## src/rtl/fsk_tx_sequencer.sv

```systemverilog
// Byte-to-symbol transmit sequencer for the FSK modulator: async framing
// (start, 8 data LSB first, optional parity, stop bits) with each symbol held SYM_CYCLES clocks.
module fsk_tx_sequencer #(
  parameter int SYM_CYCLES = 32,
  parameter int PARITY_EN  = 0,
  parameter int PARITY_ODD = 0,
  parameter int STOP_BITS  = 1
) (
  input  logic       clk,
  input  logic       reset,
  input  logic [7:0] tx_data,
  input  logic       tx_valid,
  output logic       tx_ready,
  output logic       dado,
  output logic       sym_strobe,
  output logic       busy,
  output logic       frame_done
);

  localparam int            CW        = (SYM_CYCLES > 1) ? $clog2(SYM_CYCLES) : 1;
  localparam logic [CW-1:0] CNT_MAX   = CW'(SYM_CYCLES - 1);
  localparam logic          STOP_LAST = (STOP_BITS == 2);

  typedef enum logic [2:0] {IDLE, START, DATA, PARITY, STOP} state_t;

  state_t        state_q, state_d;
  logic [CW-1:0] cnt_q, cnt_d;
  logic [2:0]    bit_idx_q, bit_idx_d;
  logic          stop_idx_q, stop_idx_d;
  logic [7:0]    shreg_q, shreg_d;
  logic          parity_q, parity_d;
  logic          dado_q, dado_d;
  logic          sym_strobe_q, sym_strobe_d;
  logic          busy_q, busy_d;
  logic          frame_done_q, frame_done_d;

  logic sym_end;
  logic last_stop;
  logic handshake;

  assign sym_end   = (cnt_q == CNT_MAX);
  assign last_stop = (state_q == STOP) && sym_end && (stop_idx_q == STOP_LAST);
  assign tx_ready  = !reset && ((state_q == IDLE) || last_stop);
  assign handshake = tx_valid && tx_ready;

  // Registered outputs are derived from the next-state values so they line up with the state they describe.
  always_comb begin
    state_d    = state_q;
    cnt_d      = cnt_q;
    bit_idx_d  = bit_idx_q;
    stop_idx_d = stop_idx_q;
    shreg_d    = shreg_q;
    parity_d   = parity_q;

    if (state_q != IDLE) begin
      cnt_d = sym_end ? '0 : cnt_q + CW'(1);
    end

    unique case (state_q)
      IDLE: begin
        if (handshake) begin
          state_d    = START;
          cnt_d      = '0;
          bit_idx_d  = 3'd0;
          stop_idx_d = 1'b0;
          shreg_d    = tx_data;
          parity_d   = (^tx_data) ^ (PARITY_ODD != 0);
        end
      end
      START: begin
        if (sym_end) begin
          state_d   = DATA;
          bit_idx_d = 3'd0;
        end
      end
      DATA: begin
        if (sym_end) begin
          shreg_d = {1'b0, shreg_q[7:1]};
          if (bit_idx_q == 3'd7) begin
            state_d    = (PARITY_EN != 0) ? PARITY : STOP;
            stop_idx_d = 1'b0;
          end else begin
            bit_idx_d = bit_idx_q + 3'd1;
          end
        end
      end
      PARITY: begin
        if (sym_end) begin
          state_d    = STOP;
          stop_idx_d = 1'b0;
        end
      end
      STOP: begin
        if (sym_end) begin
          if (stop_idx_q == STOP_LAST) begin
            if (handshake) begin
              state_d    = START;
              bit_idx_d  = 3'd0;
              stop_idx_d = 1'b0;
              shreg_d    = tx_data;
              parity_d   = (^tx_data) ^ (PARITY_ODD != 0);
            end else begin
              state_d = IDLE;
            end
          end else begin
            stop_idx_d = stop_idx_q + 1'b1;
          end
        end
      end
      default: state_d = IDLE;
    endcase

    unique case (state_d)
      START:   dado_d = 1'b0;
      DATA:    dado_d = shreg_d[0];
      PARITY:  dado_d = parity_d;
      default: dado_d = 1'b1;
    endcase
    busy_d       = (state_d != IDLE);
    sym_strobe_d = (state_d != IDLE) && (cnt_d == '0);
    frame_done_d = (state_d == STOP) && (cnt_d == CNT_MAX) && (stop_idx_d == STOP_LAST);
  end

  always_ff @(posedge clk) begin
    if (reset) begin
      state_q      <= IDLE;
      cnt_q        <= '0;
      bit_idx_q    <= 3'd0;
      stop_idx_q   <= 1'b0;
      shreg_q      <= 8'h00;
      parity_q     <= 1'b0;
      dado_q       <= 1'b1;
      sym_strobe_q <= 1'b0;
      busy_q       <= 1'b0;
      frame_done_q <= 1'b0;
    end else begin
      state_q      <= state_d;
      cnt_q        <= cnt_d;
      bit_idx_q    <= bit_idx_d;
      stop_idx_q   <= stop_idx_d;
      shreg_q      <= shreg_d;
      parity_q     <= parity_d;
      dado_q       <= dado_d;
      sym_strobe_q <= sym_strobe_d;
      busy_q       <= busy_d;
      frame_done_q <= frame_done_d;
    end
  end

  assign dado       = dado_q;
  assign sym_strobe = sym_strobe_q;
  assign busy       = busy_q;
  assign frame_done = frame_done_q;

endmodule

```

## config.mk

```make
export PLATFORM = sky130hd
export DESIGN_NAME = fsk_tx_sequencer
export DESIGN_NICKNAME = d
export VERILOG_FILES = /design/src/rtl/fsk_tx_sequencer.sv
export SDC_FILE = /design/constraint.sdc
export NUM_CORES = 1
export LEC_CHECK = 0
export CAP_MARGIN = 30
export CORE_ASPECT_RATIO = 0.7
export CORE_UTILIZATION = 59
export CTS_CLUSTER_SIZE = 20
export DETAILED_ROUTE_END_ITERATION = 12
export GPL_TIMING_DRIVEN = 0
export HOLD_SLACK_MARGIN = 0.08
export PLACE_DENSITY = 0.85
export SETUP_SLACK_MARGIN = 0.02
export SYNTH_ARGS = -nofsm -noshare
export SYNTH_HDL_FRONTEND = slang
export SYNTH_SLANG_ARGS = --single-unit
```

## constraint.sdc

```tcl
create_clock -name clk -period 4.96 [get_ports clk]
set_input_delay 0.992 -clock clk [delete_from_list [all_inputs] [get_ports clk]]
set_output_delay 0.992 -clock clk [all_outputs]
set_load 0.02 [all_outputs]
```

Yosys cells after proc, flatten, opt, wreduce, memory -nomap -nowiden
Index checks and enable logic that the tools add are counted.
{"block": "op_classes", "n_mux": 37, "n_eq_ne": 16, "addsub": 3, "reduce_logical": 18, "bitwise_logic": 2}
{"op": "two-way mux 3 bit", "count": 13}
{"op": "two-way mux 8 bit", "count": 4}
{"op": "case mux 8 bit (3 select lines)", "count": 1}
{"op": "two-way mux 5 bit", "count": 4}
{"op": "case mux 3 bit (5 select lines)", "count": 1}
{"op": "equality test 3 x 2 -> 1 bit (second input constant)", "count": 4}
{"op": "case mux 3 bit (4 select lines)", "count": 1}
{"op": "equality test 5 bit (second input constant)", "count": 2}
{"op": "two-way mux 1 bit", "count": 10}
{"op": "!= test 2 bit (second input constant)", "count": 5}
{"op": "equality test 3 bit (second input constant)", "count": 3}
{"op": "nonzero test 3 bit", "count": 3}
{"op": "parity 8 bit", "count": 1}
{"op": "logical AND 1 bit", "count": 7}
{"op": "equality test 3 x 1 -> 1 bit (second input constant)", "count": 2}
{"op": "AND reduction 6 bit", "count": 1}
{"op": "adder 5 x 1 -> 5 bit (second input constant)", "count": 1}
{"op": "zero test 5 bit", "count": 1}
{"op": "case mux 1 bit (4 select lines)", "count": 1}
{"op": "AND reduction 4 bit", "count": 1}
{"op": "nonzero test 4 bit", "count": 1}
{"op": "adder 3 x 1 -> 3 bit (second input constant)", "count": 1}
{"op": "zero test 3 bit", "count": 1}
{"op": "case mux 1 bit (3 select lines)", "count": 1}
{"op": "5 further kinds", "count": 6}
{"block": "totals", "reg_bits": 25}

Logic depth before layout (Yosys ltp)
Gate-level depths: netlist of the first run.
{"block": "logic_depth", "ltp_word": 13, "ltp_mapped": 9, "ltp_nobuf": 8}

Worst setup path before layout of the first run
No wires, ideal clock.
{"block": "synth_path", "path_type": "in2out", "start": "input port reset", "end": "output port tx_ready", "n_path_buf": 2, "required_ns": 3.968, "arrival_time_ns": 1.634, "path_stages": 3, "slack_ns": 2.334, "cell_sequence": "clkbuf_2 clkbuf_1 nor2_1"}
{"block": "synth_via", "elab_chain_cells": 2}
{"element": "from (decl)", "line": "10", "source": "input logic reset,"}
{"element": "zero test 1 bit", "line": "43", "source": "assign tx_ready = !reset && ((state_q == IDLE) || last_stop);"}
{"element": "logical AND 1 bit", "line": "43"}
{"element": "to (decl)", "line": "13", "source": "output logic tx_ready,"}
No other way between the ends.

Worst setup path in the final report of the first run
{"block": "layout_path", "start": "register cnt_q[0]", "end": "output port tx_ready"}
{"block": "layout_via", "elab_chain_cells": 5}
{"element": "from (decl)", "line": "27", "source": "logic [CW-1:0] cnt_q, cnt_d;"}
{"element": "from (signal assigned)", "line": "138", "source": "cnt_q <= cnt_d;"}
{"element": "equality test 5 bit", "line": "41", "source": "assign sym_end = (cnt_q == CNT_MAX);"}
{"element": "logical AND 1 bit (2 in series)", "line": "42", "source": "assign last_stop = (state_q == STOP) && sym_end && (stop_idx_q == STOP_LAST);"}
{"element": "logical OR 1 bit", "line": "43"}
{"element": "logical AND 1 bit", "line": "43"}
No other way between the ends.

==> run metrics, run 1 <==
Area growth syn-to-layout 15.0%; HPWL Detailed roughly 2.3 mm; Clock Skew roughly 0.0022 ns; first-pass GRT wire length approximately 5.0 mm; Post-route DRC 0; status finished, final reports clean; Final Total Pwr about 0.37 mW; initial antenna violation count 0; CTS Hold Bufs 0; post-synth net total 174; multi-input logic area 801 sq um; largest net degree at the start of global routing 14; ys async rst share 0%; Sequential Power Share 57.8%; Reg clk slew, reported paths approximately 0.13 ns; crit path max fanout 8; Max IR drop VDD 178 uV; DRT Wirelength approximately 3.0 mm; layout cell share with drive strength beyond 1 roughly 9%; Boundary Pins 16; Bufs on Longest Clock Path 2; Root Buffer clkbuf_4; Die H ~42 um; Tot GR Track Use about a quarter; post-route cell area 1580 sq um; MaxCap Viol Count 0; initial drt markers about 110; via count about 1,200; Post-DP Area 1560 sq um; f_max 0.291 GHz; Post-CTS Setup Repair Bufs 0; drt wl/cell around 14 um; top_reg_cell synth dfxtp_1; Pre-antenna DRT Iters 5; Int Pwr 0.273 mW; htree depth 1; gpl congestion about 0.93; Crit. End Element primary output; IO Port Bufs 14; Synth Register Bits 25; WP data arrival 2.45 ns; antenna fix cells 0; period utilization a little over two thirds; Place WS approximately 1.7 ns; CTS tree yes; clock sink total 25; Post-Synthesis Cells between 150 and 200; Pleak 0.552 nW; setup TNS 0 ns; die width around 60 um; Final Hold Fails 0; Worst slew margin about two thirds; Worst setup SP type register; largest cells by area after synthesis dfxtp_1 (36%), a21oi_1 (5.8%), xnor2_1 (5.1%), nand2_1 (3.8%), ha_1 (3.6%); RSZ-0062 raised after global routing false; fin nets roughly 190; Placed Cells about 210; Synth top area share between 30% and 40%; number of distinct library cells after synthesis 48; Post-synth EDFFs 0; vias in the first global route 1,123; cell accounting for the most synthesized area dfxtp_1; synthesized area about 1400 sq um; Placement Rows 14; commonest non-fill, non-tap cell in the layout dfxtp_1; most frequent cells in the layout dfxtp_1 (25), a21oi_1 (16), nand2_1 (14), clkdlybuf4s50_1 (14), nor2_1 (13); GR Overflow Total 0; HP Class reg -> reg; Cell Count, Final, Fillers Out 209; power share of the combinational group 18.0%; sequential fraction of the synthesis area approximately 36%; NetSw 0.0972 mW; yosys warns 0; fin worst setup slack ~1.5 ns; CTS buffer count 3; # resized after CTS 0; DR vias/cell between 5 and 6; R2R Setup Slk 2.42 ns; worst setup path class reg -> out; PD cells 234 nW/um^2; clock power share roughly a quarter; Sw Share 26.2%; Slew Viols, Final 0; Syn Area/Cell around 8.7 sq um; minimum clock period after layout ~3.4 ns; FF/Latch Area approximately 500 sq um; Worst-Skew Late Latency about 0.31 ns; Slew @ Worst Pin approximately 0.50 ns; antenna violation net count after detailed routing 0; Req. time, crit path about 4.0 ns; Fillers ~180; full die area between 2000 and 3000 sq um; core footprint 2170 sq um; Starting Density between 60% and 70%; Setup violations, final 0
==> power groups by stage <==
stage	Clock [mW]	Sequential [mW]	Combinational, mW
finish	0.0896	0.214	0.0667
global route	0.102	0.215	0.0724
CTS	0.0928	0.214	0.0665
detailed placement	0	0.218	0.0661
global placement	0	0.218	0.0645
floorplan	0	0.220	0.0410
==> cells by family (layout without fill, tap and decap cells) <==
| logic type | Yosys count | in the layout | share of synthesized area [%] |
|---|---|---|---|
| XOR/XNOR | 9 | 9 | 5.72 |
| adder cells (fa/ha/maj) | 4 | 4 | 3.63 |
| multiplexers | 2 | 2 | 1.45 |
| AND/OR/NAND/NOR | 61 | 61 | 25.2 |
| buffers and inverters | 13 | 31 | 5.54 |
| AO/OA/AOI/OAI | 45 | 45 | 22.2 |
| flip-flops | 25 | 25 | 36.3 |
==> flip-flops by register name, indices dropped and copies added, names as in the netlist <==
name,cells
frame_done,1
shreg_q,8
cnt_q,5
state_q,3
parity_q,1
dado,1
sym_strobe,1
bit_idx_q,3
stop_idx_q,1
busy,1
==> cell type report <==
| type | instances | share of cell area (%) |
|---|---|---|
| Buffer | 10 | 4.11 |
| Clock buffer | 4 | 1.66 |
| Inverter | 3 | 0.711 |
| Multi-Input combinational cell | 121 | 50.6 |
| Sequential cell | 25 | 31.6 |
| Tap cell | 32 | 2.53 |
| Timing Repair Buffer | 14 | 8.85 |
==> Yosys cell counts (all sizes together) (2+ instances only) <==
library cell / number
nand3: 4
inv: 3
a21oi: 17
clkbuf: 4
nand2: 15
or3: 2
nand3b: 3
o22a: 2
o21ai: 10
mux2i: 2
xnor2: 8
ha: 4
nor3: 4
a22oi: 6
buf: 6
and3: 3
nor2b: 2
nor3b: 2
nand2b: 5
dfxtp: 25
nor2: 13
==> metrics by stage <==
stage	hold slack (ns)	utilization [%]
finish	0.465	72.9
detailed placement	0.447	71.7
global route	0.483	72.9
floorplan	0.436	-
global placement	0.443	71.7
CTS	0.465	72.9
==> critical path, cell delays in order (launching register included) <==
cell	delay, ns
dfxtp_1	0.48
ha_1	0.23
and3_1	0.17
ha_1	0.30
nand2b_4	0.12
nand2_4	0.09
nand2_1	0.05
nor2_1	0.08
clkdlybuf4s50_1	0.61
==> final timing paths <==
path | cells past startpoint | end | from
min reg2reg | 2 | shreg_q[4] | shreg_q[4]
max | 8 | tx_ready | cnt_q[0]
min | 2 | shreg_q[4] | shreg_q[4]
max reg2reg | 8 | dado | cnt_q[0]
==> metal layers <==
layer	vias to the layer above	GRT usage [%]	wire length, um
li1	613	-	-
met1	558	35.9	1350
met2	52	40.7	1370
met3	7	7.10	235
met4	0	7.91	34
met5	-	0	0
Power figures use the tool's default switching activity.
==> run 2, diff against run 1 <==
--- a/config.mk
+++ b/config.mk
@@ -7,12 +7,12 @@
 export LEC_CHECK = 0
 export CAP_MARGIN = 30
 export CORE_ASPECT_RATIO = 0.7
-export CORE_UTILIZATION = 59
+export CORE_UTILIZATION = 54
 export CTS_CLUSTER_SIZE = 20
 export DETAILED_ROUTE_END_ITERATION = 12
 export GPL_TIMING_DRIVEN = 0
 export HOLD_SLACK_MARGIN = 0.08
-export PLACE_DENSITY = 0.85
+export PLACE_DENSITY = 0.79
 export SETUP_SLACK_MARGIN = 0.02
 export SYNTH_ARGS = -nofsm -noshare
 export SYNTH_HDL_FRONTEND = slang
==> constraint.sdc (replaced) <==
create_clock -name clk -period 3.3 [get_ports clk]
set_input_delay 0.66 -clock clk [delete_from_list [all_inputs] [get_ports clk]]
set_output_delay 0.66 -clock clk [all_outputs]
set_load 0.02 [all_outputs]
==> run 2 against run 1 <==
  * Clock power is 52% higher
  * Power is 51% higher
  * Combinational power grew 51%
  * Clock-buffer cell count is 1 lower
  * Global-route usage is 2.5 points lower
  * Via count up 0.33%
  * First-iteration DRC count fell by 30%
  * Routed wire length down 0.57%
  * Critical endpoint unchanged
  * Largest power group unchanged
  * Highest routed layer unchanged
==> run metrics, run 2 (synthesis gave the netlist of run 1 again) <==
Slew @ Worst Pin 0.511 ns (was 0.497 ns); DRT Wirelength 2.97 mm (was 2.99 mm); Die H 44.3 um (was 42.4 um); Pre-antenna DRT Iters 4 (was 5); gpl congestion 0.873 (was 0.932); Place WS 0.551 ns (was 1.74 ns); initial antenna violation count 0 (unchanged); status finished, final reports clean (unchanged); full die area 2760 sq um (was 2540 sq um); initial drt markers 74 (was 105); cell breakdown of the critical path ha_1 > and3_1 > ha_1 > nand2b_4 > nand2_4 > nand2_1 > nor2_1 > clkdlybuf4s50_1 (unchanged); Slew Viols, Final 0 (unchanged); Crit. End Element primary output (unchanged); first-pass GRT wire length 5.06 mm (was 4.95 mm); Req. time, crit path 2.64 ns (was 3.97 ns); crit path max fanout 8 (unchanged); PD cells 352 nW/um^2 (was 234 nW/um^2); Root Buffer clkbuf_4 (unchanged); CTS tree yes (unchanged); Largest register FFs 8 (unchanged); Tot GR Track Use 23.9% (was 26.4%); Fillers 182 (was 184); IO Port Bufs 14 (unchanged); RSZ-0062 raised after global routing false (unchanged); CTS buffer count 3 (unchanged); Worst setup SP type register (unchanged); core footprint 2280 sq um (was 2170 sq um); MaxCap Viol Count 0 (unchanged); Setup violations, final 0 (unchanged); CTS Hold Bufs 0 (unchanged); Reg clk slew, reported paths 0.13 ns (about the same); HP Class reg -> reg (unchanged); fin nets 193 (unchanged); Max IR drop VDD 236 uV (was 178 uV); largest net degree at the start of global routing 15 (was 14); worst setup path class reg -> out (unchanged); htree depth 1 (unchanged); vias in the first global route 1,039 (was 1,123); period utilization 94.2%; # resized after CTS 0 (unchanged); commonest non-fill, non-tap cell in the layout dfxtp_1 (unchanged); slowest CP cell clkdlybuf4s50_1 (unchanged); most frequent cells in the layout dfxtp_1 (25), a21oi_1 (16), nand2_1 (14), clkdlybuf4s50_1 (14), nor2_1 (13) (unchanged); DR vias/cell 5.90 (was 5.89); Most Frequent Cell on Critical Path ha_1 (unchanged); antenna fix cells 0 (unchanged); Area growth syn-to-layout 15.1% (was 15.0%); Worst slew margin 65.6% (was 66.6%); post-route cell area 1590 sq um (was 1580 sq um); Boundary Pins 16 (unchanged); layout cell share with drive strength beyond 1 9.60% (was 9.04%); minimum clock period after layout a little over 3 ns; Post-CTS Setup Repair Bufs 0 (unchanged); Post-DP Area 1560 sq um (unchanged); worst path buffer plus inverter count 1 (unchanged); Regs by FF count shreg_q x8, cnt_q x5 (unchanged); CP max stage delay 0.61 ns (about the same); Starting Density 60.5% (was 63.4%); CP delay by family, top buffers and inverters (unchanged); die width 62.4 um (was 59.8 um); HPWL Detailed 2.29 mm (was 2.31 mm); Final Hold Fails 0 (unchanged); Bufs on Longest Clock Path 2 (unchanged); f_max 0.322 GHz; most flop-heavy register shreg_q (unchanged); Clock Skew 0.00851 ns (was 0.00217 ns); WP data arrival 2.45 ns (about the same); via count 1,234 (was 1,230); fin worst setup slack 0.191 ns (was 1.52 ns); setup TNS 0 ns (unchanged); antenna violation net count after detailed routing 0 (unchanged); Worst-Skew Late Latency 0.32 ns (was 0.31 ns); Pleak 0.555 nW (was 0.552 nW); drt wl/cell 14.2 um (was 14.3 um); clock sink total 25 (unchanged); final core utilization 69.6% (was 72.9%); GR Overflow Total 0 (unchanged); Placement Rows 14 (unchanged); Post-route DRC 0 (unchanged)
[run 2: changes by cell type in the layout (fill, tap and decap cells not counted)]
cell,before,now
clkbuf_1,4,3
clkinv_2,0,1
[run 2: metrics by stage]
stage / hold slack [ns] / total power [mW] / instances
global route: 0.499 / 0.588 / 209
CTS: 0.468 / 0.560 / 209
detailed placement: 0.450 / 0.428 / 205
finish: 0.465 / 0.559 / 209
global placement: 0.443 / 0.426 / 205
floorplan: 0.436 / 0.392 / 159
[run 2: final timing paths]
kind              startpoint         end  slack [ns]  depth (start not counted)
setup / recovery    cnt_q[0]    tx_ready        0.19                          8
setup reg to reg    cnt_q[0]  shreg_q[3]        0.77                          9
hold / removal    shreg_q[6]  shreg_q[6]        0.46                          2
hold reg to reg   shreg_q[6]  shreg_q[6]        0.46                          2
[run 2: where the power goes]
part / switching (mW) / total (mW) / internal, mW
clock: 0.0908 / 0.136 / 0.0454
combinational: 0.0512 / 0.101 / 0.0497
sequential: 0.00785 / 0.322 / 0.314
[run 2: cell type report]
cell class | instances | area (sq um) | share of cell area (%)
inverters | 3 | 11.3 | 0.710
plain buffers | 10 | 65.1 | 4.10
flip-flops and latches | 25 | 500 | 31.6
clock inverters | 1 | 5.00 | 0.316
multi-input cells | 121 | 801 | 50.5
repair buffers | 14 | 140 | 8.84
well taps | 32 | 40.0 | 2.53
clock buffers | 3 | 22.5 | 1.42
[run 2: routing by layer]
metal | global-route usage [%] | vias to the layer above | share of wire [%]
li1 | - | 614 | -
met1 | 36.3 | 584 | 54
met2 | 34.3 | 32 | 41
met3 | 5.15 | 4 | 4.8
met4 | 5.12 | 0 | 0.47
met5 | 0 | - | 0
[run 2: worst register-to-register path, delay by kind of cell, from the launching register on]
| kind | cells | cell delay (ns) |
|---|---|---|
| DFF | 1 | 0.49 |
| adders and majority gates | 2 | 0.52 |
| buffers and inverters | 2 | 0.53 |
| and+or+nand+nor | 4 | 0.80 |
| AOI/OAI and AO/OA | 1 | 0.07 |
